### src/rtl/dac_sample_scheduler.sv
// Paces samples from a small FIFO to a DAC datapath at one sample every osr_i+1 clocks,
// with a priming phase before output starts and a sticky underrun flag.
module dac_sample_scheduler #(
  parameter int BW        = 16,
  parameter int DEPTH     = 4,
  parameter int PRIME_LVL = 2
) (
  input  logic                     clk,
  input  logic                     rst_i,
  input  logic                     en_i,
  input  logic [7:0]               osr_i,
  input  logic                     in_valid_i,
  input  logic [BW-1:0]            in_data_i,
  output logic                     in_ready_o,
  output logic [BW-1:0]            sample_o,
  output logic                     sample_stb_o,
  output logic                     underrun_o,
  input  logic                     clr_i,
  output logic [$clog2(DEPTH):0]   level_o,
  output logic [1:0]               state_o
);

  localparam int AW = $clog2(DEPTH);
  localparam logic [AW:0] DEPTH_L = DEPTH[AW:0];
  localparam logic [AW:0] PRIME_L = PRIME_LVL[AW:0];

  typedef enum logic [1:0] {
    IDLE  = 2'd0,
    PRIME = 2'd1,
    RUN   = 2'd2
  } state_t;

  state_t            state_r;
  state_t            state_nxt_s;
  logic [BW-1:0]     mem_r [DEPTH];
  logic [AW-1:0]     wr_ptr_r;
  logic [AW-1:0]     rd_ptr_r;
  logic [AW:0]       level_r;
  logic [7:0]        cnt_r;
  logic [BW-1:0]     sample_r;
  logic              stb_r;
  logic              under_r;
  logic              tick_s;
  logic              push_s;
  logic              pop_s;
  logic              under_s;
  logic              flush_s;

  // IDLE holds the FIFO empty, so it refuses pushes even while en_i is already high.
  assign in_ready_o = en_i && (state_r != IDLE) && (level_r < DEPTH_L);
  assign push_s     = in_valid_i && in_ready_o;
  assign flush_s    = !en_i || (state_r == IDLE);
  assign pop_s      = tick_s && en_i && (level_r != '0);
  assign under_s    = tick_s && en_i && (level_r == '0);

  // Next-state logic and the sample tick; the counter is 0 on RUN entry, so the first RUN cycle ticks.
  always_comb begin
    state_nxt_s = state_r;
    tick_s      = 1'b0;
    case (state_r)
      IDLE: begin
        if (en_i) state_nxt_s = PRIME;
        else      state_nxt_s = IDLE;
      end
      PRIME: begin
        if (!en_i)                   state_nxt_s = IDLE;
        else if (level_r >= PRIME_L) state_nxt_s = RUN;
        else                         state_nxt_s = PRIME;
      end
      RUN: begin
        if (cnt_r == 8'd0) tick_s = 1'b1;
        else               tick_s = 1'b0;
        if (!en_i) state_nxt_s = IDLE;
        else       state_nxt_s = RUN;
      end
      default: state_nxt_s = IDLE;
    endcase
  end

  // State register.
  always_ff @(posedge clk) begin
    if (rst_i) state_r <= IDLE;
    else       state_r <= state_nxt_s;
  end

  // FIFO storage is left unreset; occupancy is tracked by level_r alone.
  always_ff @(posedge clk) begin
    if (push_s) mem_r[wr_ptr_r] <= in_data_i;
  end

  // FIFO pointers/level, period counter and output sample register.
  always_ff @(posedge clk) begin
    if (rst_i || flush_s) begin
      wr_ptr_r <= '0;
      rd_ptr_r <= '0;
      level_r  <= '0;
      cnt_r    <= 8'd0;
      sample_r <= '0;
      stb_r    <= 1'b0;
    end else begin
      stb_r <= pop_s;
      if (push_s) wr_ptr_r <= wr_ptr_r + AW'(1'b1);
      if (pop_s) begin
        rd_ptr_r <= rd_ptr_r + AW'(1'b1);
        sample_r <= mem_r[rd_ptr_r];
      end
      case ({push_s, pop_s})
        2'b10:   level_r <= level_r + (AW+1)'(1'b1);
        2'b01:   level_r <= level_r - (AW+1)'(1'b1);
        default: level_r <= level_r;
      endcase
      if (state_r != RUN) cnt_r <= 8'd0;
      else if (tick_s)    cnt_r <= osr_i;
      else                cnt_r <= cnt_r - 8'd1;
    end
  end

  // Sticky underrun flag; a new underrun outranks a concurrent clear.
  always_ff @(posedge clk) begin
    if (rst_i)        under_r <= 1'b0;
    else if (under_s) under_r <= 1'b1;
    else if (clr_i)   under_r <= 1'b0;
  end

  assign sample_o     = sample_r;
  assign sample_stb_o = stb_r;
  assign underrun_o   = under_r;
  assign level_o      = level_r;
  assign state_o      = state_r;

endmodule
### config.mk
export PLATFORM = sky130hd
export DESIGN_NAME = dac_sample_scheduler
export DESIGN_NICKNAME = d
export VERILOG_FILES = /design/src/rtl/dac_sample_scheduler.sv
export SDC_FILE = /design/constraint.sdc
export NUM_CORES = 1
export LEC_CHECK = 0
export BUFFER_PORTS_ARGS = -buffer_cell sky130_fd_sc_hd__buf_2
export CAP_MARGIN = 10
export CORE_UTILIZATION = 59
export CTS_BUF_LIST = sky130_fd_sc_hd__clkbuf_8
export DETAILED_ROUTE_END_ITERATION = 10
export HOLD_SLACK_MARGIN = 0.15
export PLACE_DENSITY = 0.81
export SKIP_LAST_GASP = 1
export SLEW_MARGIN = 20
export SYNTH_ARGS = -nofsm -noshare
export SYNTH_HDL_FRONTEND = slang
export SYNTH_SLANG_ARGS = --single-unit
### constraint.sdc
create_clock -name clk -period 2.99 [get_ports clk]
set_clock_uncertainty 0.1 [all_clocks]
set_input_delay 0.4485 -clock clk [delete_from_list [all_inputs] [get_ports clk]]
set_output_delay 0.4485 -clock clk [all_outputs]
set_load 0.05 [all_outputs]
==> results of run 1 <==
==> where the power goes <==
group	internal (mW)	leakage (nW)	switching [mW]
clock network	0.299	0.0845	0.445
registers	1.46	0.859	0.00222
logic	0.0226	0.625	0.0288
==> layer usage <==
layer	part of all wire, %	wire [um]	track usage, %	vias up
met1	44	2860	26.5	1059
li1	-	-	-	1050
met5	0	0	0	-
met4	1.2	76	6.47	0
met2	50	3290	34.5	56
met3	4.6	298	5.54	6
==> flip-flops by register name, indices dropped and copies added (netlist names) <==
name,flops
sample_stb_o,1
cnt_r,8
rd_ptr_r,2
wr_ptr_r,2
level_o,3
mem_r,64
underrun_o,1
sample_o,16
state_o,2
==> how the worst max path moves through the flow <==
stage                               start                      end  slack, ps  depth (start not counted)
floorplan           state_o[1]$_SDFF_PP0_  level_o[2]$_SDFFE_PP0P_        270                          9
global placement      cnt_r[0]$_SDFF_PP0_  level_o[2]$_SDFFE_PP0P_        560                         10
detailed placement    cnt_r[0]$_SDFF_PP0_  level_o[2]$_SDFFE_PP0P_        460                         10
CTS                   cnt_r[0]$_SDFF_PP0_  level_o[2]$_SDFFE_PP0P_        410                         10
global route          cnt_r[0]$_SDFF_PP0_  level_o[2]$_SDFFE_PP0P_        280                         10
finish                cnt_r[0]$_SDFF_PP0_  level_o[2]$_SDFFE_PP0P_        420                         10
==> Yosys cell counts (all sizes together) (2+ instances only) <==
library cell | instances | share of area [%]
xnor2 | 5 | 1.1
nor4 | 3 | 1.2
nor3b | 2 | 0.38
a211oi | 5 | 1.1
and2 | 4 | 0.64
nor2 | 32 | 3.1
dfxtp | 35 | 18
xor2 | 4 | 0.89
edfxtp | 64 | 49
inv | 11 | 1.1
a21oi | 6 | 0.77
buf | 6 | 1.5
clkbuf | 4 | 0.38
o21ai | 5 | 0.73
mux4 | 16 | 9.2
nand2 | 5 | 0.48
nor2b | 3 | 0.48
mux2i | 17 | 4.3
ha | 7 | 2.2
nor3 | 4 | 0.51
==> worst max-delay path, cell delays in order (launching register included) <==
cell                       delay (ps)
sky130_fd_sc_hd__dfxtp_1          350
sky130_fd_sc_hd__inv_1             90
sky130_fd_sc_hd__ha_1             150
sky130_fd_sc_hd__nor3b_1          320
sky130_fd_sc_hd__and4bb_4         290
sky130_fd_sc_hd__ha_1             180
sky130_fd_sc_hd__inv_1             60
sky130_fd_sc_hd__fa_1             370
sky130_fd_sc_hd__xor2_1           160
sky130_fd_sc_hd__or3_1            300
sky130_fd_sc_hd__a21oi_1          140
==> through the flow <==
stage / instance area, um2 / hold WS (ps) / power, mW / worst slack, ps / utilization, %
after CTS: 4450 / 162 / 2.27 / 411 / 69.6
after floorplan: 3920 / 361 / 1.51 / 274 / -
after global routing: 4450 / 168 / 2.33 / 281 / 69.6
final: 4450 / 174 / 2.25 / 416 / 69.6
after detailed placement: 4280 / 377 / 1.54 / 460 / 67.0
after global placement: 4280 / 365 / 1.54 / 557 / 67.0
==> cell type report <==
type	count	area, um2
Clock buffer	9	124
Clock inverter	7	45.0
Fill cell	452	1940
Inverter	11	41.3
Multi-Input combinational cell	131	1180
Sequential cell	99	2620
Tap cell	77	96.3
Timing Repair Buffer	60	333
==> logic make-up (layout without fill, tap and decap cells) <==
kind of cell	count (synthesis)	count (layout)	synth area share [%]
fa+ha+maj	8	8	2.74
simple gates	61	61	8.55
flops	99	99	66.9
mux	33	33	13.5
compound gates	20	20	3.35
xor+xnor	9	9	2.01
buf+inv	21	87	2.97
==> key figures, run 1 <==
Yosys
  • Warnings from Yosys: 0
  • Top FF cell, synth: sky130_fd_sc_hd__edfxtp_1
  • Portion of the post-synthesis area used by sequential elements: 66.9%
  • Cell area after technology mapping: 0.00392 mm2
  • Number of flops mapped to enable cells by yosys: 64
  • Total nets after synthesis: 288
  • Share of synthesized flip-flops with an asynchronous set or reset: 0%
  • Avg Synthesized Cell Area: 15.6 um2
  • Number of distinct standard cells referenced by the synthesized netlist: 39
  • Seq cells post-synth: 99
  • Number of standard cells after synthesis: 251

Route
  • Routed Wire Length: 6530 um
  • Initial drt markers: 106
  • Via count: 2,171
  • # DRC: 0
  • Pre-antenna DRT Iters: 4
  • Via count normalized by instance count: 5.51
  • Post-route ant nets: 0
  • Routed wire length per instance: 16.6 um

STA
  • Number of hold violations in the final report: 0
  • Ratio of final minimum period to clock period: 86.1%
  • Shortest period the worst path allows: 2570 ps
  • Number of max-slew violations in the final report: 0
  • Setup violations, final: 0
  • Least-Margin Pin Slew: 902 ps
  • Sum of negative setup slack: 0 ps
  • Max-Slew Margin vs Limit: 39.8%
  • RSZ-0062 raised after global routing: no
  • Achievable clock frequency: 0.389 GHz

Final layout
  • Share of final-layout standard cells stronger than drive strength 1: 30.3%
  • Highest-count cells in the layout ignoring fill and taps: sky130_fd_sc_hd__edfxtp_1 (64), sky130_fd_sc_hd__buf_2 (52), sky130_fd_sc_hd__dfxtp_1 (35)
  • Most common cell after layout, fill and taps aside: sky130_fd_sc_hd__edfxtp_1
  • Area growth syn-to-layout: 13.3%
  • Total inserted antenna cells: 0
  • Non-filler instance count after layout: 394
  • Post-layout net count: 349

Global routing
  • Antenna violations before repair: 0
  • Via count of the first global-routing pass: 2,259
  • Overflow left after global routing: 0
  • Total global routing track utilization: 20.6%
  • First-pass GRT wire length: 10,800 um
  • Maximum number of pins on one net before global-route repair: 20

Worst hold path
  • Worst Hold Path Cells: 2
  • End point of the most critical hold path: underrun_o$_SDFFE_PP0P_
  • Min-delay src: rst_i
  • Hold WC Path Type: in -> reg

Outcome
  • Status: complete, no violations

Worst setup path
  • Crit Path Max Fanout: 4
  • Category of the critical setup timing path: reg -> reg
  • Reg-to-reg endpoint: level_o[2]$_SDFFE_PP0P_
  • Startpoint types: register
  • Data required time of the critical path: 3180 ps
  • Endpoint class of the critical path: register
  • R2r worst-path depth: 10
  • CP Data Arrival Time: 2760 ps
  • Setup slack of the worst register-to-register path: 420 ps
  • Worst r2r src: cnt_r[0]$_SDFF_PP0_

CTS
  • Count of clock tree sinks: 99
  • Post-cts resize count: 0
  • Deepest clock path buffer count: 2
  • H-tree levels: 3
  • TritonCTS clock tree: yes
  • Postcts setup bufs: 0
  • CTS Root Buffer Type: sky130_fd_sc_hd__clkbuf_8
  • CTS buffer count: 9
  • Clock Pin Slew Worst Setup and Hold Paths: 90 ps
  • Clock latency reported for the late side of the worst-skew pair: 360 ps
  • Cts hold-fix bufs: 0

Power
  • Power per unit of standard cell area: 507 mW/mm2
  • Leakage Power: 1.57 nW
  • IR drop worst, VDD: 0.391 mV

Floorplanning
  • Die area: 0.00698 mm2
  • Width of the chip: 83.5 um
  • Total core area: 0.00639 mm2
  • Initial Util: 61.4%
  • Height of the die: 83.5 um
  • Row count: 29
  • Top-level port count: 53

Placed design
  • Global placer's final weighted congestion: 0.775
  • DP Wirelength: 4470 um
  • Placed instance count: 378
  • Number of I/O port buffers: 52

Job
  • Number of maximum-capacitance violations: 0
No activity file was read; power rests on OpenSTA's default activity.
==> run 2, diff against run 1 <==
--- a/config.mk
+++ b/config.mk
@@ -5,13 +5,14 @@
 export SDC_FILE = /design/constraint.sdc
 export NUM_CORES = 1
 export LEC_CHECK = 0
+export ABC_AREA = 1
 export BUFFER_PORTS_ARGS = -buffer_cell sky130_fd_sc_hd__buf_2
 export CAP_MARGIN = 10
-export CORE_UTILIZATION = 59
+export CORE_UTILIZATION = 60
 export CTS_BUF_LIST = sky130_fd_sc_hd__clkbuf_8
 export DETAILED_ROUTE_END_ITERATION = 10
 export HOLD_SLACK_MARGIN = 0.15
-export PLACE_DENSITY = 0.81
+export PLACE_DENSITY = 0.79
 export SKIP_LAST_GASP = 1
 export SLEW_MARGIN = 20
 export SYNTH_ARGS = -nofsm -noshare
==> key figures, run 2 <==
Final layout
  • Design area: 0.00464 mm2 (was 0.00445 mm2)
  • Multi-input gate area in the final layout: 0.00127 mm2 (was 0.00118 mm2)
  • Sequential cell area: 0.00262 mm2 (unchanged)
  • Register bank with the most flops: mem_r (unchanged)
  • Area growth syn-to-layout: 11.2% (was 13.3%)
  • Most common cell after layout, fill and taps aside: sky130_fd_sc_hd__nor2_1 (was sky130_fd_sc_hd__edfxtp_1)
  • Share of final-layout standard cells stronger than drive strength 1: 18.9% (was 30.3%)
  • Number of flip-flops in the largest register: 64 (unchanged)
  • Total inserted antenna cells: 0 (unchanged)
  • Post-layout net count: 508 (was 349)
  • Non-filler instance count after layout: 556 (was 394)
  • Filler Cells Inserted: 529 (was 452)
  • Highest-count cells in the layout ignoring fill and taps: sky130_fd_sc_hd__nor2_1 (101), sky130_fd_sc_hd__edfxtp_1 (64), sky130_fd_sc_hd__o21ai_0 (55) (was sky130_fd_sc_hd__edfxtp_1 (64), sky130_fd_sc_hd__buf_2 (52), sky130_fd_sc_hd__dfxtp_1 (35))

Worst setup path
  • Endpoint class of the critical path: register (unchanged)
  • Reg-to-reg endpoint: level_o[2]$_SDFFE_PP0P_ (unchanged)
  • Worst r2r src: cnt_r[0]$_SDFF_PP0_ (unchanged)
  • Crit Path Max Fanout: 4 (unchanged)
  • CP Data Arrival Time: 2420 ps (was 2760 ps)
  • Setup slack of the worst register-to-register path: 720 ps (was 420 ps)
  • Data required time of the critical path: 3140 ps (was 3180 ps)
  • Worst Path Buf+Inv: 3 (was 2)
  • Cell family with the largest share of critical-path delay: adder cells (was simple AND/OR/NAND/NOR gates)
  • Most prevalent standard cell on the critical path: sky130_fd_sc_hd__inv_1
  • Startpoint types: register (unchanged)
  • Critical Path Max Stage Delay: 370 ps (about the same)
  • Slowest CP cell: sky130_fd_sc_hd__fa_1 (unchanged)
  • List of cells traversed by the critical path: inv_1, ha_1, nand3_1, nor2_2, nand4_2, inv_1, ha_1, inv_1, fa_1, a21oi_1, o21ai_0, o21ai_0, a21oi_1 (was inv_1, ha_1, nor3b_1, and4bb_4, ha_1, inv_1, fa_1, xor2_1, or3_1, a21oi_1)
  • Category of the critical setup timing path: reg -> reg (unchanged)
  • R2r worst-path depth: 13 (was 10)

Route
  • Via count: 2,846 (was 2,171)
  • Via count normalized by instance count: 5.12 (was 5.51)
  • Routed wire length per instance: 13.9 um (was 16.6 um)
  • Initial drt markers: 192 (was 106)
  • Routed Wire Length: 7740 um (was 6530 um)
  • Pre-antenna DRT Iters: 4 (unchanged)
  • # DRC: 0 (unchanged)
  • Post-route ant nets: 0 (unchanged)

Floorplanning
  • Initial Util: 61.7% (was 61.4%)
  • Row count: 30 (was 29)
  • Total core area: 0.00676 mm2 (was 0.00639 mm2)
  • Die area: 0.00729 mm2 (was 0.00698 mm2)
  • Height of the die: 85.4 um (was 83.5 um)
  • Top-level port count: 53 (unchanged)
  • Width of the chip: 85.4 um (was 83.5 um)

Yosys
  • Number of distinct standard cells referenced by the synthesized netlist: 31 (was 39)
  • Portion of the post-synthesis area used by sequential elements: 62.9% (was 66.9%)
  • Ranking of synthesized cells by instance count: sky130_fd_sc_hd__nor2_1 (101), sky130_fd_sc_hd__edfxtp_1 (64), sky130_fd_sc_hd__o21ai_0 (55), sky130_fd_sc_hd__nand2_1 (49), sky130_fd_sc_hd__inv_1 (42) (was sky130_fd_sc_hd__edfxtp_1 (64), sky130_fd_sc_hd__dfxtp_1 (35), sky130_fd_sc_hd__nor2_1 (32), sky130_fd_sc_hd__mux2i_1 (17), sky130_fd_sc_hd__mux4_2 (16))
  • Area share of the largest cell type after synthesis: 46.1% (was 49.0%)
  • Warnings from Yosys: 0 (unchanged)
  • Avg Synthesized Cell Area: 10.0 um2 (was 15.6 um2)
  • Number of flops mapped to enable cells by yosys: 64 (unchanged)
  • Share of synthesized flip-flops with an asynchronous set or reset: 0% (unchanged)
  • Synth top area cells: sky130_fd_sc_hd__edfxtp_1 (46%), sky130_fd_sc_hd__dfxtp_1 (17%), sky130_fd_sc_hd__nor2_1 (9.1%) (was sky130_fd_sc_hd__edfxtp_1 (49%), sky130_fd_sc_hd__dfxtp_1 (18%), sky130_fd_sc_hd__mux4_2 (9.2%))
  • Cell area after technology mapping: 0.00417 mm2 (was 0.00392 mm2)
  • Total nets after synthesis: 454 (was 288)
  • Seq cells post-synth: 99 (unchanged)
  • Cell type contributing the most total cell area after synthesis: sky130_fd_sc_hd__edfxtp_1 (unchanged)
  • Top FF cell, synth: sky130_fd_sc_hd__edfxtp_1 (unchanged)
  • Most repeated cell in the gate-level netlist after synthesis: sky130_fd_sc_hd__nor2_1 (was sky130_fd_sc_hd__edfxtp_1)
  • Number of standard cells after synthesis: 417 (was 251)

Worst hold path
  • Worst Hold Path Cells: 1 (was 2)
  • End point of the most critical hold path: mem_r[1][11]$_DFFE_PP_ (was underrun_o$_SDFFE_PP0P_)
  • Min-delay src: in_data_i[11] (was rst_i)
  • Hold WC Path Type: in -> reg (unchanged)

CTS
  • Post-cts resize count: 0 (unchanged)
  • Clock Pin Slew Worst Setup and Hold Paths: 90 ps (about the same)
  • CTS buffer count: 9 (unchanged)
  • TritonCTS clock tree: yes (unchanged)
  • CTS Root Buffer Type: sky130_fd_sc_hd__clkbuf_8 (unchanged)
  • Postcts setup bufs: 0 (unchanged)
  • Count of clock tree sinks: 99 (unchanged)
  • H-tree levels: 3 (unchanged)
  • Deepest clock path buffer count: 2 (unchanged)
  • Cts hold-fix bufs: 0 (unchanged)
  • Clock latency reported for the late side of the worst-skew pair: 360 ps (about the same)

Job
  • Number of maximum-capacitance violations: 0 (unchanged)

Power
  • Power per unit of standard cell area: 488 mW/mm2 (was 507 mW/mm2)
  • Leakage Power: 1.98 nW (was 1.57 nW)
  • Post-route total power: 2.26 mW (was 2.25 mW)
  • IR drop worst, VDD: 0.333 mV (was 0.391 mV)

Outcome
  • Status: complete, no violations (unchanged)

STA
  • Number of max-slew violations in the final report: 0 (unchanged)
  • Ratio of final minimum period to clock period: 75.8% (was 86.1%)
  • Sum of negative setup slack: 0 ps (unchanged)
  • Setup violations, final: 0 (unchanged)
  • Number of hold violations in the final report: 0 (unchanged)
  • Max-Slew Margin vs Limit: 35.3% (was 39.8%)
  • Worst hold margin: 196 ps (was 174 ps)
  • Shortest period the worst path allows: 2270 ps (was 2570 ps)
  • Least-Margin Pin Slew: 969 ps (was 902 ps)
  • Achievable clock frequency: 0.441 GHz (was 0.389 GHz)
  • RSZ-0062 raised after global routing: no (unchanged)

Placed design
  • Placement-stage cell area: 0.00447 mm2 (was 0.00428 mm2)
  • Number of I/O port buffers: 52 (unchanged)
  • DP Wirelength: 5020 um (was 4470 um)
  • Global placer's final weighted congestion: 0.849 (was 0.775)
  • Placed instance count: 540 (was 378)

Global routing
  • Via count of the first global-routing pass: 2,665 (was 2,259)
  • Antenna violations before repair: 0 (unchanged)
  • Maximum number of pins on one net before global-route repair: 35 (was 20)
  • Total global routing track utilization: 23.0% (was 20.6%)
  • First-pass GRT wire length: 12,600 um (was 10,800 um)
  • Overflow left after global routing: 0 (unchanged)
## run 2: logic make-up after synthesis
family | synth area share (%)
xor+xnor | 1.26
flops | 62.9
buf+inv | 6.57
fa+ha+maj | 2.58
compound gates | 8.94
simple gates | 17.8
## run 2: worst max path at each step
stage	start	end	slack, ps	cells past startpoint
floorplan	state_o[1]$_SDFF_PP0_	mem_r[0][0]$_DFFE_PP_	4	4
global placement	cnt_r[0]$_SDFF_PP0_	level_o[2]$_SDFFE_PP0P_	780	13
detailed placement	cnt_r[0]$_SDFF_PP0_	level_o[2]$_SDFFE_PP0P_	740	13
CTS	cnt_r[0]$_SDFF_PP0_	level_o[2]$_SDFFE_PP0P_	720	13
global route	cnt_r[0]$_SDFF_PP0_	level_o[2]$_SDFFE_PP0P_	470	13
finish	cnt_r[0]$_SDFF_PP0_	level_o[2]$_SDFFE_PP0P_	720	13
## run 2: per-stage QoR
step	setup WS [ps]	utilization, %
6_report	722	68.7
5_1_grt	468	68.7
4_1_cts	719	68.7
3_5_place_dp	743	66.2
3_3_place_gp	783	66.2
2_1_floorplan	3.95	-
## run 2: where the power goes
part,internal (mW),total (mW),switching [mW],leakage (nW)
registers,1.46,1.46,0.00153,0.859
logic,0.0197,0.0546,0.0349,1.03
clock network,0.301,0.751,0.450,0.0897
## run 2: worst reg2reg max path, delay by kind of cell (launching register included)
kind | cells | cell delay [ps]
fa+ha+maj | 3 | 680
compound gates | 4 | 460
simple gates | 3 | 370
flops | 1 | 320
buf+inv | 3 | 240
## run 2: per-layer routing
metal  routed length, um  track usage [%]
met1                3520             30.5
met3                 418             6.23
met5                   0                0
met4                  95             6.67
met2                3710             37.6
## run 2: area by class of cell
| cell class | count | share of cell area, % |
|---|---|---|
| flip-flops and latches | 99 | 56.5 |
| clock buffers | 9 | 2.67 |
| multi-input cells | 259 | 27.5 |
| well taps | 80 | 2.16 |
| inverters | 43 | 3.48 |
| repair buffers | 59 | 6.74 |
| clock inverters | 7 | 0.971 |
==> run 3, diff against run 2 <==
==> constraint.sdc (replaced) <==
create_clock -name clk -period 2.3 [get_ports clk]
set_clock_uncertainty 0.1 [all_clocks]
set_input_delay 0.345 -clock clk [delete_from_list [all_inputs] [get_ports clk]]
set_output_delay 0.345 -clock clk [all_outputs]
set_load 0.05 [all_outputs]
==> key figures, run 3 (synthesis gave the netlist of run 2 again) <==
Outcome
  • Status: complete, no violations (unchanged)

Placed design
  • Number of I/O port buffers: 52 (unchanged)
  • Worst-case setup slack after placement: 41.3 ps (was 743 ps)
  • DP Wirelength: 5320 um (was 5020 um)
  • Global placer's final weighted congestion: 0.815 (was 0.849)
  • Placement-stage cell area: 0.00458 mm2 (was 0.00447 mm2)
  • Placed instance count: 547 (was 540)

Worst setup path
  • Category of the critical setup timing path: reg -> reg (unchanged)
  • Data required time of the critical path: 2470 ps (was 3140 ps)
  • Startpoint types: register (unchanged)
  • Critical Path Max Stage Delay: 380 ps (was 370 ps)
  • Cell family with the largest share of critical-path delay: adder cells (unchanged)
  • Endpoint class of the critical path: register (unchanged)
  • Slowest CP cell: sky130_fd_sc_hd__fa_2 (was sky130_fd_sc_hd__fa_1)
  • R2r worst-path depth: 13 (unchanged)
  • Crit Path Max Fanout: 3 (was 4)
  • Reg-to-reg endpoint: level_o[2]$_SDFFE_PP0P_ (unchanged)
  • Most prevalent standard cell on the critical path: sky130_fd_sc_hd__inv_2 (was sky130_fd_sc_hd__inv_1)
  • Worst Path Buf+Inv: 3 (unchanged)
  • Worst r2r src: cnt_r[1]$_SDFF_PP0_ (was cnt_r[0]$_SDFF_PP0_)
  • Setup slack of the worst register-to-register path: 120 ps (was 720 ps)
  • List of cells traversed by the critical path: inv_2, ha_4, nand3_1, nor2_4, nand4_2, inv_2, ha_2, inv_2, fa_2, a21oi_2, o21ai_2, o21ai_1, a21oi_1 (was inv_1, ha_1, nand3_1, nor2_2, nand4_2, inv_1, ha_1, inv_1, fa_1, a21oi_1, o21ai_0, o21ai_0, a21oi_1)
  • CP Data Arrival Time: 2350 ps (was 2420 ps)

STA
  • Worst hold margin: 163 ps (was 196 ps)
  • Sum of negative setup slack: 0 ps (unchanged)
  • Least-Margin Pin Slew: 552 ps (was 969 ps)
  • Number of hold violations in the final report: 0 (unchanged)
  • Shortest period the worst path allows: 2180 ps (was 2270 ps)
  • Setup violations, final: 0 (unchanged)
  • Max-Slew Margin vs Limit: 63.2% (was 35.3%)
  • Number of max-slew violations in the final report: 0 (unchanged)
  • Final worst-path setup slack: 116 ps (was 722 ps)
  • Ratio of final minimum period to clock period: 94.9% (was 75.8%)
  • Achievable clock frequency: 0.458 GHz (was 0.441 GHz)

Route
  • Routed wire length per instance: 14.8 um (was 13.9 um)
  • Via count normalized by instance count: 5.26 (was 5.12)
  • Initial drt markers: 236 (was 192)
  • Post-route ant nets: 0 (unchanged)
  • Pre-antenna DRT Iters: 4 (unchanged)
  • Via count: 3,069 (was 2,846)
  • # DRC: 0 (unchanged)
  • Routed Wire Length: 8640 um (was 7740 um)

CTS
  • Clock latency reported for the late side of the worst-skew pair: 370 ps (was 360 ps)
  • Postcts setup bufs: 0 (unchanged)
  • H-tree levels: 3 (unchanged)
  • Clock Pin Slew Worst Setup and Hold Paths: 100 ps (was 90 ps)
  • CTS buffer count: 9 (unchanged)
  • Deepest clock path buffer count: 2 (unchanged)
  • Count of clock tree sinks: 99 (unchanged)
  • TritonCTS clock tree: yes (unchanged)
  • CTS Root Buffer Type: sky130_fd_sc_hd__clkbuf_8 (unchanged)

Final layout
  • Multi-input gate area in the final layout: 0.00133 mm2 (was 0.00127 mm2)
  • Most common cell after layout, fill and taps aside: sky130_fd_sc_hd__nor2_1 (unchanged)
  • Post-layout net count: 535 (was 508)
  • Highest-count cells in the layout ignoring fill and taps: sky130_fd_sc_hd__nor2_1 (96), sky130_fd_sc_hd__edfxtp_1 (64), sky130_fd_sc_hd__o21ai_0 (53) (was sky130_fd_sc_hd__nor2_1 (101), sky130_fd_sc_hd__edfxtp_1 (64), sky130_fd_sc_hd__o21ai_0 (55))
  • Share of final-layout standard cells stronger than drive strength 1: 23.9% (was 18.9%)
  • Design area: 0.00505 mm2 (was 0.00464 mm2)
  • Sequential cell area: 0.00264 mm2 (was 0.00262 mm2)
  • End-of-flow core utilization: 74.8% (was 68.7%)
  • Non-filler instance count after layout: 583 (was 556)
  • Filler Cells Inserted: 457 (was 529)
  • Area growth syn-to-layout: 21.1% (was 11.2%)
  • Total inserted antenna cells: 0 (unchanged)
  • Number of flip-flops in the largest register: 64 (unchanged)
  • Register bank with the most flops: mem_r (unchanged)

Floorplanning
  • Width of the chip: 85.4 um (unchanged)
  • Top-level port count: 53 (unchanged)
  • Initial Util: 61.7% (unchanged)
  • Row count: 30 (unchanged)
  • Total core area: 0.00676 mm2 (unchanged)
  • Die area: 0.00729 mm2 (unchanged)
  • Height of the die: 85.4 um (unchanged)

Job
  • Number of maximum-capacitance violations: 0 (unchanged)

Power
  • Power per unit of standard cell area: 652 mW/mm2 (was 488 mW/mm2)
  • IR drop worst, VDD: 0.613 mV (was 0.333 mV)
  • Leakage Power: 2.15 nW (was 1.98 nW)
  • Post-route total power: 3.30 mW (was 2.26 mW)

Global routing
  • Overflow left after global routing: 0 (unchanged)
  • Total global routing track utilization: 25.5% (was 23.0%)
  • First-pass GRT wire length: 13,800 um (was 12,600 um)
  • Maximum number of pins on one net before global-route repair: 34 (was 35)
  • Antenna violations before repair: 0 (unchanged)
  • Via count of the first global-routing pass: 2,952 (was 2,665)

Worst hold path
  • End point of the most critical hold path: cnt_r[0]$_SDFF_PP0_ (was mem_r[1][11]$_DFFE_PP_)
  • Hold WC Path Type: in -> reg (unchanged)
  • Min-delay src: osr_i[0] (was in_data_i[11])
  • Worst Hold Path Cells: 3 (was 1)
## run 3: cell type report
class	instances	area share (%)
Sequential cell	99	52.2
Timing Repair Buffer	86	11.4
Inverter	43	3.19
Clock buffer	9	2.45
Multi-Input combinational cell	259	26.4
Clock inverter	7	2.33
Tap cell	80	1.98
## run 3: per-layer routing
metal  global-route usage [%]  vias to the layer above  routed length [um]
li1                         -                     1527                   -
met1                     32.3                     1444                3660
met2                     43.3                       88                4460
met3                     5.25                       10                 415
met4                     9.70                        0                 103
met5                        0                        -                   0
## run 3: worst reg2reg max path, cell delays in order, from the launching register on
cell                      delay (ps)
sky130_fd_sc_hd__dfxtp_2         340
sky130_fd_sc_hd__inv_2            80
sky130_fd_sc_hd__ha_4            140
sky130_fd_sc_hd__nand3_1         120
sky130_fd_sc_hd__nor2_4          130
sky130_fd_sc_hd__nand4_2         100
sky130_fd_sc_hd__inv_2            70
sky130_fd_sc_hd__ha_2            160
sky130_fd_sc_hd__inv_2            60
sky130_fd_sc_hd__fa_2            380
sky130_fd_sc_hd__a21oi_2         150
sky130_fd_sc_hd__o21ai_2          70
sky130_fd_sc_hd__o21ai_1         130
sky130_fd_sc_hd__a21oi_1          50
## run 3: repair_timing
| action | 4_1_cts | 5_1_grt |
|---|---|---|
| setup endpoints to repair | 0 | 2 |
| gates resized for setup | 0 | 15 |
| hold buffers | 20 | 0 |
| endpoints found under the hold margin | 67 | 0 |
## run 3: worst max path at each step
stage                                     start                 endpoint  slack [ps]  depth (start not counted)
final                       cnt_r[1]$_SDFF_PP0_  level_o[2]$_SDFFE_PP0P_         120                         13
after global routing        cnt_r[1]$_SDFF_PP0_  level_o[2]$_SDFFE_PP0P_         -30                         13
after CTS                   cnt_r[1]$_SDFF_PP0_  level_o[2]$_SDFFE_PP0P_          20                         13
after detailed placement    cnt_r[1]$_SDFF_PP0_  level_o[2]$_SDFFE_PP0P_          40                         13
after global placement      cnt_r[1]$_SDFF_PP0_  level_o[2]$_SDFFE_PP0P_         110                         13
after floorplan           state_o[0]$_SDFF_PP0_  level_o[1]$_SDFFE_PP0P_          10                          9
## run 3: where the power goes
group | internal, mW | switching [mW] | total, mW
sequential | 1.89 | 0.00266 | 1.89
clock | 0.644 | 0.657 | 1.30
combinational | 0.0493 | 0.0534 | 0.103
total | 2.58 | 0.713 | 3.30
